File: config.mk
export PLATFORM = sky130hd
export DESIGN_NAME = read_fmap
export DESIGN_NICKNAME = d
export VERILOG_FILES = /design/src/rtl/read_fmap_pkg.sv /design/src/rtl/read_fmap_fifo.sv /design/src/rtl/read_fmap.sv
export SDC_FILE = /design/constraint.sdc
export NUM_CORES = 1
export LEC_CHECK = 0
export ABC_AREA = 1
export CAP_MARGIN = 40
export CORE_ASPECT_RATIO = 0.75
export CORE_UTILIZATION = 46
export DETAILED_ROUTE_END_ITERATION = 16
export GPL_TIMING_DRIVEN = 0
export PLACE_DENSITY = 0.76
export SYNTH_ARGS = -nofsm -noshare
export SYNTH_HDL_FRONTEND = slang
export SYNTH_SLANG_ARGS = --single-unit
File: constraint.sdc
create_clock -name clk -period 8.5 [get_ports clk]
set_input_delay 1.7 -clock clk [delete_from_list [all_inputs] [get_ports clk]]
set_output_delay 1.7 -clock clk [all_outputs]
set_load 0.05 [all_outputs]
File: src/rtl/read_fmap_pkg.sv
// Shared definitions for the feature-pad read side: FSM encodings, credit
// limit and the address widths agreed with the fmap loader.
package read_fmap_pkg;

    typedef enum logic [1:0] {
        IDLE  = 2'b00,
        READ  = 2'b01,
        DRAIN = 2'b11
    } state_t;

    localparam int F_PAD_AW = 8;
    localparam int W_PAD_AW = 8;

    // Buffer occupancy plus reads in flight may never exceed this.
    localparam int CREDIT_LIMIT = 3;

endpackage

File: src/rtl/read_fmap_fifo.sv
// Small show-ahead FIFO: head entry is visible on rdata while not empty,
// and reads as zero when empty.
module read_fmap_fifo
    import read_fmap_pkg::*;
#(
    parameter int DEPTH_WIDTH = 2,
    parameter int DATA_WIDTH  = 18
) (
    input  logic                  clk,
    input  logic                  rst_n,
    input  logic                  push,
    input  logic [DATA_WIDTH-1:0] wdata,
    input  logic                  pop,
    output logic [DATA_WIDTH-1:0] rdata,
    output logic                  empty,
    output logic [DEPTH_WIDTH:0]  count
);

    localparam int DEPTH = 1 << DEPTH_WIDTH;

    logic [DATA_WIDTH-1:0]  mem [DEPTH];
    logic [DEPTH_WIDTH-1:0] wr_ptr;
    logic [DEPTH_WIDTH-1:0] rd_ptr;
    logic                   full;
    logic                   do_push;
    logic                   do_pop;

    assign empty   = (count == '0);
    assign full    = (count == (DEPTH_WIDTH+1)'(DEPTH));
    assign do_pop  = pop && !empty;
    assign do_push = push && (!full || do_pop);
    assign rdata   = empty ? '0 : mem[rd_ptr];

    always_ff @(posedge clk or negedge rst_n) begin
        if (!rst_n) begin
            wr_ptr <= '0;
            rd_ptr <= '0;
            count  <= '0;
        end else begin
            if (do_push) wr_ptr <= wr_ptr + 1'b1;
            if (do_pop)  rd_ptr <= rd_ptr + 1'b1;
            case ({do_push, do_pop})
                2'b10:   count <= count + 1'b1;
                2'b01:   count <= count - 1'b1;
                default: count <= count;
            endcase
        end
    end

    // Storage carries data only; validity lives in the pointers.
    always_ff @(posedge clk) begin
        if (do_push) mem[wr_ptr] <= wdata;
    end

endmodule

File: src/rtl/read_fmap.sv
// Feature scratch-pad reader: walks sliding windows (stride 1), issues pad
// reads under credit and writer gating, and streams tagged pixels to the PE.
module read_fmap
    import read_fmap_pkg::*;
#(
    parameter int DATA_WIDTH           = 16,
    parameter int ADDRESSWIDTH_F_PAD   = F_PAD_AW,
    parameter int ADDRESSWIDTH_W_PAD   = W_PAD_AW,
    parameter int OUT_FIFO_DEPTH_WIDTH = 2
) (
    input  logic                          clk,
    input  logic                          rst_n,
    input  logic                          read_start,
    input  logic                          stream_mode,
    input  logic [ADDRESSWIDTH_F_PAD-1:0] pixel_point,
    input  logic [ADDRESSWIDTH_F_PAD-1:0] out_num,
    input  logic [ADDRESSWIDTH_W_PAD-1:0] weight_num,
    input  logic [ADDRESSWIDTH_F_PAD-1:0] wr_addr,
    input  logic [DATA_WIDTH-1:0]         pad_rdata,
    output logic [ADDRESSWIDTH_F_PAD-1:0] raddra_ifmap,
    output logic [DATA_WIDTH-1:0]         fmap_to_pe,
    output logic                          fmap_valid,
    input  logic                          pe_ready,
    output logic                          fmap_last_k,
    output logic                          fmap_last,
    output logic                          busy,
    output logic                          read_done
);

    localparam int AF = ADDRESSWIDTH_F_PAD;
    localparam int AW = ADDRESSWIDTH_W_PAD;
    localparam int CW = OUT_FIFO_DEPTH_WIDTH + 2;

    state_t state, state_nxt;

    logic [AF-1:0] pixel_point_q;
    logic [AF-1:0] out_num_q;
    logic [AW-1:0] weight_num_q;
    logic          stream_mode_q;
    logic [AF-1:0] o_cnt;
    logic [AW-1:0] k_cnt;

    logic [AF-1:0] rd_addr;
    logic          k_end;
    logic          o_end;
    logic          degen;
    logic          gate_ok;
    logic          credit_ok;
    logic          issue;
    logic          fire;
    logic [CW-1:0] credit_used;

    logic          vld_p0, last_k_p0, last_p0;
    logic          vld_p1, last_k_p1, last_p1;

    logic [DATA_WIDTH+1:0]         fifo_rdata;
    logic                          fifo_empty;
    logic [OUT_FIFO_DEPTH_WIDTH:0] fifo_count;

    assign rd_addr = pixel_point_q + o_cnt + AF'(k_cnt);
    assign k_end   = (k_cnt == weight_num_q - AW'(1));
    assign o_end   = (o_cnt == out_num_q - AF'(1));
    assign degen   = (out_num_q == '0) || (weight_num_q == '0);
    assign gate_ok = !stream_mode_q || (rd_addr < wr_addr);

    assign fmap_valid  = !fifo_empty;
    assign fire        = fmap_valid && pe_ready;
    assign fmap_to_pe  = fifo_rdata[DATA_WIDTH-1:0];
    assign fmap_last_k = fifo_rdata[DATA_WIDTH];
    assign fmap_last   = fifo_rdata[DATA_WIDTH+1];
    assign busy        = (state != IDLE);

    // A pop this cycle frees its slot before the new read can land.
    assign credit_used = CW'(fifo_count) + CW'(vld_p0) + CW'(vld_p1) - CW'(fire);
    assign credit_ok   = (credit_used < CW'(CREDIT_LIMIT));

    always_comb begin
        state_nxt = state;
        issue     = 1'b0;
        read_done = 1'b0;
        case (state)
            IDLE: begin
                if (read_start) state_nxt = READ;
            end
            READ: begin
                if (degen) begin
                    read_done = 1'b1;
                    state_nxt = IDLE;
                end else if (credit_ok && gate_ok) begin
                    issue = 1'b1;
                    if (k_end && o_end) state_nxt = DRAIN;
                end
            end
            DRAIN: begin
                if (fire && fmap_last) begin
                    read_done = 1'b1;
                    state_nxt = IDLE;
                end
            end
            default: state_nxt = IDLE;
        endcase
    end

    always_ff @(posedge clk or negedge rst_n) begin
        if (!rst_n) begin
            state         <= IDLE;
            pixel_point_q <= '0;
            out_num_q     <= '0;
            weight_num_q  <= '0;
            stream_mode_q <= 1'b0;
            o_cnt         <= '0;
            k_cnt         <= '0;
            raddra_ifmap  <= '0;
        end else begin
            state <= state_nxt;
            if (state == IDLE && read_start) begin
                pixel_point_q <= pixel_point;
                out_num_q     <= out_num;
                weight_num_q  <= weight_num;
                stream_mode_q <= stream_mode;
                o_cnt         <= '0;
                k_cnt         <= '0;
            end else if (issue) begin
                raddra_ifmap <= rd_addr;
                if (k_end) begin
                    k_cnt <= '0;
                    o_cnt <= o_cnt + 1'b1;
                end else begin
                    k_cnt <= k_cnt + 1'b1;
                end
            end
        end
    end

    // p0: address on the pad port; p1: pad_rdata valid, pushed next edge.
    always_ff @(posedge clk or negedge rst_n) begin
        if (!rst_n) begin
            vld_p0    <= 1'b0;
            last_k_p0 <= 1'b0;
            last_p0   <= 1'b0;
            vld_p1    <= 1'b0;
            last_k_p1 <= 1'b0;
            last_p1   <= 1'b0;
        end else begin
            vld_p0    <= issue;
            last_k_p0 <= issue && k_end;
            last_p0   <= issue && k_end && o_end;
            vld_p1    <= vld_p0;
            last_k_p1 <= last_k_p0;
            last_p1   <= last_p0;
        end
    end

    read_fmap_fifo #(
        .DEPTH_WIDTH (OUT_FIFO_DEPTH_WIDTH),
        .DATA_WIDTH  (DATA_WIDTH + 2)
    ) u_out_fifo (
        .clk   (clk),
        .rst_n (rst_n),
        .push  (vld_p1),
        .wdata ({last_p1, last_k_p1, pad_rdata}),
        .pop   (fire),
        .rdata (fifo_rdata),
        .empty (fifo_empty),
        .count (fifo_count)
    );

endmodule

==> impl_results.md, run 1 <==
- Crit path required time: 6.80 ns
- CP bufs+invs: 3
- Post-DP HPWL: 11100 um
- Post-CTS Hold Buffers: 0
- Mapped Nets: 849
- Synthesis Warnings: 0
- CTS tree: done
- Drt first pass iters: 5
- Gate Count Post-Synth: 759
- Drt drc: 0
- CTS H-tree depth: 4
- Worst hold path startpoint: last_p0$_DFF_PN0_
- Minimum clock period: 5.518 ns
- Worst r2r path cells: 24
- Most used cell, CP: clkdlybuf4s50_1
- Static leakage: 3.822 nW
- Mux contribution to synthesized area: 0%
- Placed Cells: 1044
- Hold WS: 0.3566 ns
- WL per Instance: 14.50 um
- R2r startpoint: o_cnt[1]$_DFFE_PN0P_
- Clock Skews: 0.01123 ns
- # nets final: 953
- Fin Setup TNS: 0 ns
- Core Rows: 38
- Max-Slew Margin vs Limit: 45.29%
- Status: completed
- Reg-to-Reg End: o_cnt[6]$_DFFE_PN0P_
- Hold Path Depth: 0
- Total power: 3.410 mW
- #FFs+latches synth: 136
- Peak supply drop: 0.1695 mV
- Worst EP arrival: 3.82 ns
- Routed WL: 15600 um
- Final Setup Violations: 0
- Iter 0 DRT Violations: 379
- Post-CTS Setup Inserts: 0
- Worst Hold End: last_p1$_DFF_PN0_
- I/O pins: 82
- Register area: 0.003764 mm2
- Clock Sinks: 136
- GRT overflow: 0
- Max clock buf depth: 2
- CTS clk-pin slew, worst paths: 0.06 ns
- Vias per cell: 5.015
- Syn avg cell area: 9.136 um2
- TritonCTS Buffers: 17
- Filler cells: 1205
- Root Driver: clkbuf_16
- Die footprint: 0.01557 mm2
- Fin crit share: 64.91%
- Post-CTS sizing: 0
- Crit path from: pe_ready
- Pin count of the biggest net entering global routing: 65
- First-pass GRT wire length: 25760 um
- R2r setup slk: 4.22 ns
- Main combinational cell family by area after synthesis: simple AND/OR/NAND/NOR gates
- Adder-cell share of the synthesized area: 7.867%
- Post-synthesis simple-gate area fraction: 19.83%
- Die Y: 108.3 um
- Synth Area in Compound Gates: 8.318%
- Largest fanout on the critical path: 6
- Library cells used by synthesis: 32
- Crit end category: output pin
- Number of port buffers: 81
- Vias: 5396
- CP startpoint kind: primary input
- Share of cells above drive strength 1: 7.648%
- Fin. Hold Viols: 0
- Largest delay share family, worst path: buffers and inverters
- Detail Route Antenna Nets: 0
- Power Density: 392.6 mW/mm2
- Final Slew Violations: 0
- Register area share after synthesis: 54.28%
- WS Path Type: primary input to output pin
- MaxCap Viol Count: 0
- Initial antenna violation count: 0
- Crit path depth: 6
- Die width: 143.8 um
- RSZ-0062 raised after global routing: no
- Worst-Skew Late Latency: 0.42 ns
- CP peak stage delay: 0.84 ns
- Synth Area in XOR/XNOR: 3.663%
- GPL Wtd Cong: 0.8730
- Via count of the first global-routing pass: 5095
- Core area: 0.01460 mm2
- Post-layout util: 59.51%
- Fmax: 181.2 MHz
- Area Growth Syn to Fin: 25.26%
- Finished Layout Cells: 1076
- Hold WC Path Type: flip-flop to flip-flop
- Slowest CP cell: clkdlybuf4s50_1
- # diodes: 0
- GRT Total Usage: 22.12%
- Slew @ Worst Pin: 0.8207 ns
- Multi-input logic area: 0.002761 mm2
- Initial core utilization: 47.51%
- Cell breakdown of the critical path: clkdlybuf4s50_1, inv_1, nor2_1, nand2_1, o21ai_0, clkdlybuf4s50_1
- Synthesized cell area: 0.006934 mm2
power by group:
group          switching, mW  internal (mW)  total [mW]
clock                  0.316          0.450       0.766
combinational           1.11          0.573        1.69
sequential             0.117          0.840       0.958
layout by cell type (no fill, tap or decap), types with 6 or more instances in the layout:
cell / netlist / routed
edfxtp_1: 72 / 72
nor2_2: 2 / 6
nand2_1: 173 / 173
xor2_1: 19 / 19
o21ai_0: 63 / 63
clkbuf_16: 0 / 17
nand3_1: 35 / 35
ha_1: 26 / 26
fa_1: 11 / 11
nor2_1: 113 / 109
clkbuf_1: 11 / 11
inv_1: 80 / 80
clkdlybuf4s50_1: 0 / 80
dfrtp_1: 64 / 64
a21oi_1: 29 / 29
xnor2_1: 10 / 10
synth_stat cells:
cell type / instances / area, um2
o21a_1: 1 / 7.510
a21oi_2: 2 / 17.52
ha_1: 26 / 325.3
nand2_1: 173 / 649.4
a21oi_1: 29 / 145.1
and3_1: 1 / 6.260
nor2_4: 1 / 11.26
nor3_1: 5 / 25.02
o21ai_2: 5 / 43.79
inv_2: 4 / 15.01
clkbuf_1: 11 / 41.29
nand2_2: 3 / 18.77
nor2_2: 2 / 12.51
or2_2: 2 / 12.51
buf_4: 2 / 15.01
o22ai_1: 4 / 25.02
inv_1: 80 / 300.3
nand3b_1: 2 / 15.01
xnor2_1: 10 / 87.58
nand3_1: 35 / 175.2
o21ai_0: 63 / 315.3
o21ai_1: 2 / 10.01
dfrtp_1: 64 / 1602
edfxtp_1: 72 / 2162
nand4_1: 4 / 25.02
buf_1: 5 / 18.77
a31oi_1: 2 / 12.51
clkinv_1: 1 / 3.750
nor2_1: 113 / 424.2
xor2_1: 19 / 166.4
fa_1: 11 / 220.2
buf_2: 5 / 25.02
registers in the layout, indices dropped and copies added (netlist names), 2 cells and up:
signal	flops
k_cnt	8
weight_num_q	8
u_out_fifo.rd_ptr	2
out_num_q	8
u_out_fifo.mem	72
u_out_fifo.wr_ptr	2
raddra_ifmap	8
pixel_point_q	8
o_cnt	8
state	2
u_out_fifo.count	3
worst max-delay path by stage:
stage / to / slack (ns)
floorplan: read_done / 3.54
global placement: read_done / 2.97
detailed placement: read_done / 2.98
CTS: read_done / 2.94
global route: read_done / 2.87
finish: read_done / 2.98
stage by stage:
| step | setup WS (ns) | area, um2 |
|---|---|---|
| after floorplan | 3.544 | 6934 |
| after global placement | 2.975 | 7995 |
| after detailed placement | 2.983 | 8063 |
| after CTS | 2.938 | 8686 |
| after global routing | 2.866 | 8686 |
| final | 2.982 | 8686 |
logic make-up (layout without fill, tap and decap cells):
logic type | count (synthesis) | after routing
simple gates | 341 | 341
flops | 136 | 136
compound gates | 108 | 108
buf+inv | 108 | 225
fa+ha+maj | 37 | 37
xor+xnor | 29 | 29
final cells by class:
| class | count | share of cell area [%] |
|---|---|---|
| tap | 200 | 2.881 |
| multi-input combinational | 515 | 31.79 |
| buffer | 23 | 1.152 |
| clock buffer | 17 | 4.898 |
| inverter | 85 | 3.673 |
| clock inverter | 15 | 2.276 |
| sequential | 136 | 43.33 |
| timing repair buffer | 85 | 9.997 |
worst reg2reg max path, cell delays in order, from the launching register on:
cell and delay, ns:
dfrtp_1 0.40, inv_1 0.12, fa_1 0.52, inv_1 0.05, ha_1 0.22, fa_1 0.40
a21oi_1 0.15, o21ai_0 0.15, a21oi_1 0.18, nor2_1 0.05, nor2_1 0.11, xnor2_1 0.16
ha_1 0.27, nand2_1 0.07, inv_1 0.03, nor2_1 0.08, o21a_1 0.13, nand2_1 0.07
a21oi_2 0.19, nand2_2 0.16, nand2_2 0.19, o21ai_2 0.10, buf_4 0.21, nand2_1 0.10
o21ai_2 0.06
routing by layer:
| layer | global-route usage [%] | routed length [um] | up-vias |
|---|---|---|---|
| li1 | - | - | 2678 |
| met1 | 31.16 | 7309 | 2505 |
| met2 | 34.12 | 6943 | 185 |
| met3 | 4.739 | 1046 | 28 |
| met4 | 7.219 | 300 | 0 |
| met5 | 0 | 0 | - |
No activity file was read; power rests on OpenSTA's default activity.
==> inputs of run 2 (changes only) <==
--- a/config.mk
+++ b/config.mk
@@ -11,7 +11,7 @@
 export CORE_UTILIZATION = 46
 export DETAILED_ROUTE_END_ITERATION = 16
 export GPL_TIMING_DRIVEN = 0
-export PLACE_DENSITY = 0.76
+export PLACE_DENSITY = 0.78
 export SYNTH_ARGS = -nofsm -noshare
 export SYNTH_HDL_FRONTEND = slang
 export SYNTH_SLANG_ARGS = --single-unit
==> constraint.sdc (replaced) <==
create_clock -name clk -period 4.85 [get_ports clk]
set_input_delay 0.97 -clock clk [delete_from_list [all_inputs] [get_ports clk]]
set_output_delay 0.97 -clock clk [all_outputs]
set_load 0.05 [all_outputs]
==> impl_results.md, run 2 (same netlist as run 1, synthesis figures left out) <==
- Finished Layout Cells: 1076 (unchanged)
- Max reg flops: 72 (unchanged)
- Fmax: 231.8 MHz
- First-pass GRT wire length: 25000 um (-2.9%)
- Worst-Skew Late Latency: 0.43 ns (about the same)
- GRT Total Usage: 21.41% (-0.71 points)
- Post-CTS sizing: 0 (unchanged)
- Largest fanout on the critical path: 10 (+4)
- RSZ-0062 raised after global routing: no
- Die Y: 108.3 um (unchanged)
- Area Growth Syn to Fin: 25.14%
- Clock Skews: 0.01114 ns (-0.00009260 ns)
- I/O pins: 82 (unchanged)
- GRT overflow: 0 (unchanged)
- Minimum clock period: 4.314 ns
- MaxCap Viol Count: 0 (unchanged)
- Logic pwr share: 49.1% (-0.4 points)
- Post-CTS Hold Buffers: 0 (unchanged)
- Routed WL: 15350 um (-1.6%)
- Power Density: 687.1 mW/mm2 (+75%)
- Die footprint: 0.01557 mm2 (unchanged)
- CTS clk-pin slew, worst paths: 0.07 ns (about the same)
- Post-DP HPWL: 10920 um (-1.7%)
- Root Driver: clkbuf_16
- Die width: 143.8 um (unchanged)
- Final Slew Violations: 0 (unchanged)
- Core area: 0.01460 mm2 (unchanged)
- Placement Cell Area: 0.008051 mm2 (-0.14%)
- Slew @ Worst Pin: 0.8229 ns (+0.002183 ns)
- WS Path Type: flip-flop to flip-flop
- Hold WS: 0.3551 ns (-0.001503 ns)
- Fin crit share: 88.95%
- R2r setup slk: 0.54 ns (-3.68 ns)
- Vias per cell: 4.970 (-0.89%)
- Clock Power Share: 22.7% (+0.2 points)
- Static leakage: 3.820 nW (about the same)
- CP startpoint kind: flip-flop
- Switching Share: 45.24% (-0.12 points)
- Filler cells: 1227 (+1.8%)
- Core Rows: 38 (unchanged)
- Crit path required time: 5.16 ns (-1.64 ns)
- Via count of the first global-routing pass: 5127 (+0.63%)
- Max-Slew Margin vs Limit: 45.14% (-0.15 points)
- WL per Instance: 14.26 um (-1.6%)
- Iter 0 DRT Violations: 372 (-1.8%)
- # nets final: 953 (unchanged)
- Post-CTS Setup Inserts: 0 (unchanged)
- Fin. Hold Viols: 0 (unchanged)
- Status: completed
- Vias: 5348 (-0.89%)
- Register area: 0.003764 mm2 (unchanged)
- Detail Route Antenna Nets: 0 (unchanged)
- Pin count of the biggest net entering global routing: 65 (unchanged)
- Most frequent cells in the layout: 173 x nand2_1, 109 x nor2_1, 80 x inv_1, 80 x clkdlybuf4s50_1, 72 x edfxtp_1
- Worst EP arrival: 4.62 ns (+0.80 ns)
- Initial core utilization: 47.51% (unchanged)
- Placed Cells: 1044 (unchanged)
- Share of cells above drive strength 1: 7.648% (unchanged)
- Final Setup Violations: 0 (unchanged)
- Drt first pass iters: 4 (-1)
- Design Area, Final: 0.008677 mm2 (-0.10%)
- Commonest non-fill, non-tap cell in the layout: nand2_1
- Switching pwr: 2.697 mW (+74%)
- P_int: 3.265 mW (+75%)
- Largest Register: u_out_fifo.mem
- GPL Wtd Cong: 0.9269 (+6.2%)
- Crit end category: flip-flop
- Fin Setup TNS: 0 ns (unchanged)
- Number of port buffers: 81 (unchanged)
- Clock Sinks: 136 (unchanged)
- TritonCTS Buffers: 17 (unchanged)
- CTS tree: done
- Multi-input logic area: 0.002761 mm2 (unchanged)
- Drt drc: 0 (unchanged)
- # diodes: 0 (unchanged)
- Initial antenna violation count: 0 (unchanged)
- Sequential share of power: 28.2% (about the same)
- Hold WC Path Type: flip-flop to flip-flop
- Total power: 5.962 mW (+75%)
- Peak supply drop: 0.3328 mV (+96%)
- Max clock buf depth: 2 (unchanged)
- CTS H-tree depth: 4 (unchanged)
[run 2: cell count changes in the layout (fill, tap and decap cells not counted)]
| cell | change |
|---|---|
| buf_6 | +3 |
| buf_8 | -3 |
| inv_6 | -1 |
| inv_8 | +1 |
[run 2: area by class of cell]
| class | instances | area share, % |
|---|---|---|
| Buffer | 23 | 1.154 |
| Sequential cell | 136 | 43.37 |
| Multi-Input combinational cell | 515 | 31.82 |
| Clock inverter | 15 | 2.307 |
| Clock buffer | 17 | 4.903 |
| Inverter | 85 | 3.677 |
| Tap cell | 200 | 2.884 |
| Timing Repair Buffer | 85 | 9.877 |
[run 2: critical path, cell delays in order, from the launching register on]
cell and delay [ns]:
dfrtp_1 0.43, inv_1 0.13, fa_1 0.51, inv_1 0.04, ha_1 0.22, fa_1 0.41
a21oi_1 0.15, o21ai_0 0.15, a21oi_1 0.16, nor2_1 0.05, nor2_1 0.14, xnor2_1 0.18
ha_1 0.29, nand2_1 0.07, inv_1 0.03, nor2_1 0.08, o21a_1 0.12, nand2_1 0.06
a21oi_2 0.19, nand2_2 0.15, nand2_2 0.18, o21ai_2 0.10, buf_4 0.22, nand2_1 0.08
o21ai_2 0.05
[run 2: worst paths after layout]
path / cells after the start / from / endpoint
setup / recovery: 24 / o_cnt[1]$_DFFE_PN0P_ / o_cnt[6]$_DFFE_PN0P_
hold / removal: 0 / last_p0$_DFF_PN0_ / last_p1$_DFF_PN0_
setup reg to reg: 24 / o_cnt[1]$_DFFE_PN0P_ / o_cnt[6]$_DFFE_PN0P_
hold reg to reg: 0 / last_p0$_DFF_PN0_ / last_p1$_DFF_PN0_
max in group asynchronous: 1 / rst_n / vld_p0$_DFF_PN0_
min in group asynchronous: 1 / rst_n / out_num_q[3]$_DFFE_PN0P_
[run 2: power groups by stage]
stage          sequential (mW)  clock (mW)  combinational (mW)
2_1_floorplan             1.74           0                2.01
3_3_place_gp              1.69           0                2.83
3_5_place_dp              1.70           0                2.91
4_1_cts                   1.68        1.37                2.94
5_1_grt                   1.72        1.42                3.26
6_report                  1.68        1.36                2.93
[run 2: metrics by stage]
step | util (%) | worst slack (ns)
after floorplan | - | 0.6745
after global placement | 54.77 | 0.3580
after detailed placement | 55.16 | 0.3273
after CTS | 59.45 | 0.5545
after global routing | 59.45 | 0.1997
final | 59.45 | 0.5360
[run 2: routing by layer]
metal	vias up	GRT usage, %	part of all wire [%]	wire, um
met3	19	4.650	5.7	872
met1	2505	30.41	48	7352
li1	2662	-	-	-
met5	-	0	0	0
met2	162	32.42	45	6898
met4	0	7.523	1.4	221
==> inputs of run 3 (changes only) <==
--- a/config.mk
+++ b/config.mk
@@ -8,10 +8,13 @@
 export ABC_AREA = 1
 export CAP_MARGIN = 40
 export CORE_ASPECT_RATIO = 0.75
+export CORE_MARGIN = 3
 export CORE_UTILIZATION = 46
 export DETAILED_ROUTE_END_ITERATION = 16
 export GPL_TIMING_DRIVEN = 0
 export PLACE_DENSITY = 0.78
+export REMOVE_ABC_BUFFERS = 1
+export SLEW_MARGIN = 0
 export SYNTH_ARGS = -nofsm -noshare
 export SYNTH_HDL_FRONTEND = slang
 export SYNTH_SLANG_ARGS = --single-unit
==> impl_results.md, run 3 (same netlist as run 1, synthesis figures left out) <==
- Post-CTS Hold Buffers: 0 (unchanged)
- Drt first pass iters: 5 (+1)
- Power Density: 690.0 mW/mm2 (+0.42%)
- Die Y: 112.3 um (+3.7%)
- I/O pins: 82 (unchanged)
- Setup ws final: 0.4250 ns (-0.1110 ns)
- Peak supply drop: 0.4285 mV (+29%)
- Most used cell, CP: o21ai_0
- Vias per cell: 5.001 (+0.62%)
- CTS clk-pin slew, worst paths: 0.06 ns (about the same)
- Clock Power Share: 22.3% (-0.4 points)
- Iter 0 DRT Violations: 398 (+7.0%)
- Most frequent cells in the layout: 173 x nand2_1, 108 x nor2_1, 80 x inv_1, 80 x clkdlybuf4s50_1, 72 x edfxtp_1
- CP peak stage delay: 0.84 ns (+0.33 ns)
- Share of cells above drive strength 1: 7.916% (+0.27 points)
- Initial antenna violation count: 0 (unchanged)
- Static leakage: 3.805 nW (-0.39%)
- Fmax: 226.0 MHz (-2.5%)
- CTS H-tree depth: 4 (unchanged)
- Switching Share: 44.37% (-0.86 points)
- Clock Skews: 0.01180 ns (+0.0006586 ns)
- Worst-Skew Late Latency: 0.42 ns (about the same)
- Commonest non-fill, non-tap cell in the layout: nand2_1
- Status: completed
- GPL Wtd Cong: 0.8656 (-6.6%)
- Clock Sinks: 136 (unchanged)
- MaxCap Viol Count: 0 (unchanged)
- Die width: 147.8 um (+2.8%)
- Pin count of the biggest net entering global routing: 65 (unchanged)
- Post-DP HPWL: 10060 um (-7.9%)
- CTS tree: done
- Slew @ Worst Pin: 0.8577 ns (+0.03478 ns)
- WL per Instance: 14.18 um (-0.57%)
- Setup WS pre-CTS: 0.2348 ns (-0.09251 ns)
- Worst EP arrival: 3.45 ns (-1.17 ns)
- Logic pwr share: 48.7% (-0.4 points)
- WS Path Type: flip-flop to output pin
- Post-layout util: 59.37% (-0.077 points)
- Hold WC Path Type: flip-flop to flip-flop
- Root Driver: clkbuf_16
- TritonCTS Buffers: 17 (unchanged)
- Max-Slew Margin vs Limit: 42.69% (-2.5 points)
- Max clock buf depth: 2 (unchanged)
- Core Rows: 38 (unchanged)
- Final Setup Violations: 0 (unchanged)
- Max reg flops: 72 (unchanged)
- Via count of the first global-routing pass: 5091 (-0.70%)
- Minimum clock period: 4.425 ns (+0.1110 ns)
- Design Area, Final: 0.008666 mm2 (-0.13%)
- GRT overflow: 0 (unchanged)
- Drt drc: 0 (unchanged)
- GRT Total Usage: 18.72% (-2.7 points)
- # diodes: 0 (unchanged)
- Detail Route Antenna Nets: 0 (unchanged)
- Initial core utilization: 47.51% (unchanged)
- Final Slew Violations: 0 (unchanged)
- Fin. Hold Viols: 0 (unchanged)
- Largest fanout on the critical path: 25 (+15)
- CP startpoint kind: flip-flop
- P_int: 3.326 mW (+1.9%)
- Crit path required time: 3.88 ns (-1.28 ns)
- Total power: 5.979 mW (+0.29%)
- Cell breakdown of the critical path: buf_16, inv_1, buf_8, o21ai_0, a21oi_1, nand2_1, o21ai_0, clkdlybuf4s50_1
- Placement Cell Area: 0.008013 mm2 (-0.48%)
- Fin crit share: 91.24% (+2.3 points)
- RSZ-0062 raised after global routing: no
- First-pass GRT wire length: 24610 um (-1.6%)
- Crit end category: output pin
- Slowest CP cell: clkdlybuf4s50_1
- Core area: 0.01460 mm2 (unchanged)
- Area Growth Syn to Fin: 24.97%
- Sequential share of power: 29.0% (+0.8 points)
- Number of port buffers: 81 (unchanged)
- Vias: 5296 (-0.97%)
- Die footprint: 0.01660 mm2 (+6.6%)
- # nets final: 937 (-1.7%)
- Routed WL: 15020 um (-2.1%)
- Switching pwr: 2.653 mW (-1.6%)
- Largest Register: u_out_fifo.mem
==> run 3: cell types whose count changed in the layout (fill, tap and decap cells not counted), moves of 2 or more <==
cell / previous run / this run
buf_1: 5 / 0
buf_2: 5 / 0
buf_4: 3 / 6
buf_6: 3 / 0
buf_8: 1 / 5
clkbuf_1: 11 / 0
clkinv_4: 1 / 3
clkinv_8: 2 / 0
inv_8: 5 / 2
==> run 3: metal layers <==
| metal | vias to the layer above | share of wire, % | GRT usage [%] |
|---|---|---|---|
| li1 | 2640 | - | - |
| met1 | 2470 | 45 | 25.44 |
| met2 | 175 | 47 | 29.51 |
| met3 | 11 | 6.6 | 5.165 |
| met4 | 0 | 0.88 | 5.897 |
| met5 | - | 0 | 0 |
==> run 3: through the flow <==
stage | setup TNS [ns] | cells | hold slack, ns
floorplan | 0 | 736 | 0.3312
global placement | -5.465 | 1017 | 0.3328
detailed placement | 0 | 1023 | 0.3428
CTS | 0 | 1054 | 0.3552
global route | 0 | 1059 | 0.3550
finish | 0 | 1059 | 0.3533
==> run 3: critical path, delay by kind of cell (launching register included) <==
family                 cells  cell delay (ns)
and+or+nand+nor            1             0.15
AOI/OAI and AO/OA          3             0.57
DFF                        1             0.61
buffers and inverters      4             1.70
==> run 3: worst paths after layout <==
kind | cells past startpoint | slack [ns] | start | to
max | 8 | 0.43 | u_out_fifo.rd_ptr[0]$_DFFE_PN0P_ | read_done
min | 0 | 0.35 | last_k_p0$_DFF_PN0_ | last_k_p1$_DFF_PN0_
max reg2reg | 16 | 0.50 | u_out_fifo.count[1]$_DFFE_PN0P_ | o_cnt[6]$_DFFE_PN0P_
min reg2reg | 0 | 0.35 | last_k_p0$_DFF_PN0_ | last_k_p1$_DFF_PN0_
max in group asynchronous | 1 | 3.65 | rst_n | u_out_fifo.wr_ptr[0]$_DFFE_PN0P_
min in group asynchronous | 1 | 0.64 | rst_n | o_cnt[6]$_DFFE_PN0P_
==> run 3: layout make-up <==
| class | instances | area (um2) |
|---|---|---|
| repair buffers | 92 | 948.4 |
| flip-flops and latches | 136 | 3764 |
| fillers | 1205 | 5931 |
| well taps | 200 | 250.2 |
| clock inverters | 14 | 186.4 |
| multi-input cells | 515 | 2769 |
| inverters | 85 | 322.8 |
| clock buffers | 17 | 425.4 |
==> run 3: repair_timing <==
| item | 4_1_cts | 5_1_grt |
|---|---|---|
| setup buffers | 0 | 5 |
| resized for setup | 0 | 1 |
| setup endpoints to repair | 0 | 1 |
==> run 3: power groups by stage <==
stage	combinational [mW]	sequential (mW)	clock, mW
after floorplan	1.92	1.79	0
after global placement	2.70	1.77	0
after detailed placement	2.86	1.75	0
after CTS	2.89	1.73	1.36
after global routing	3.24	1.77	1.41
final	2.91	1.73	1.33
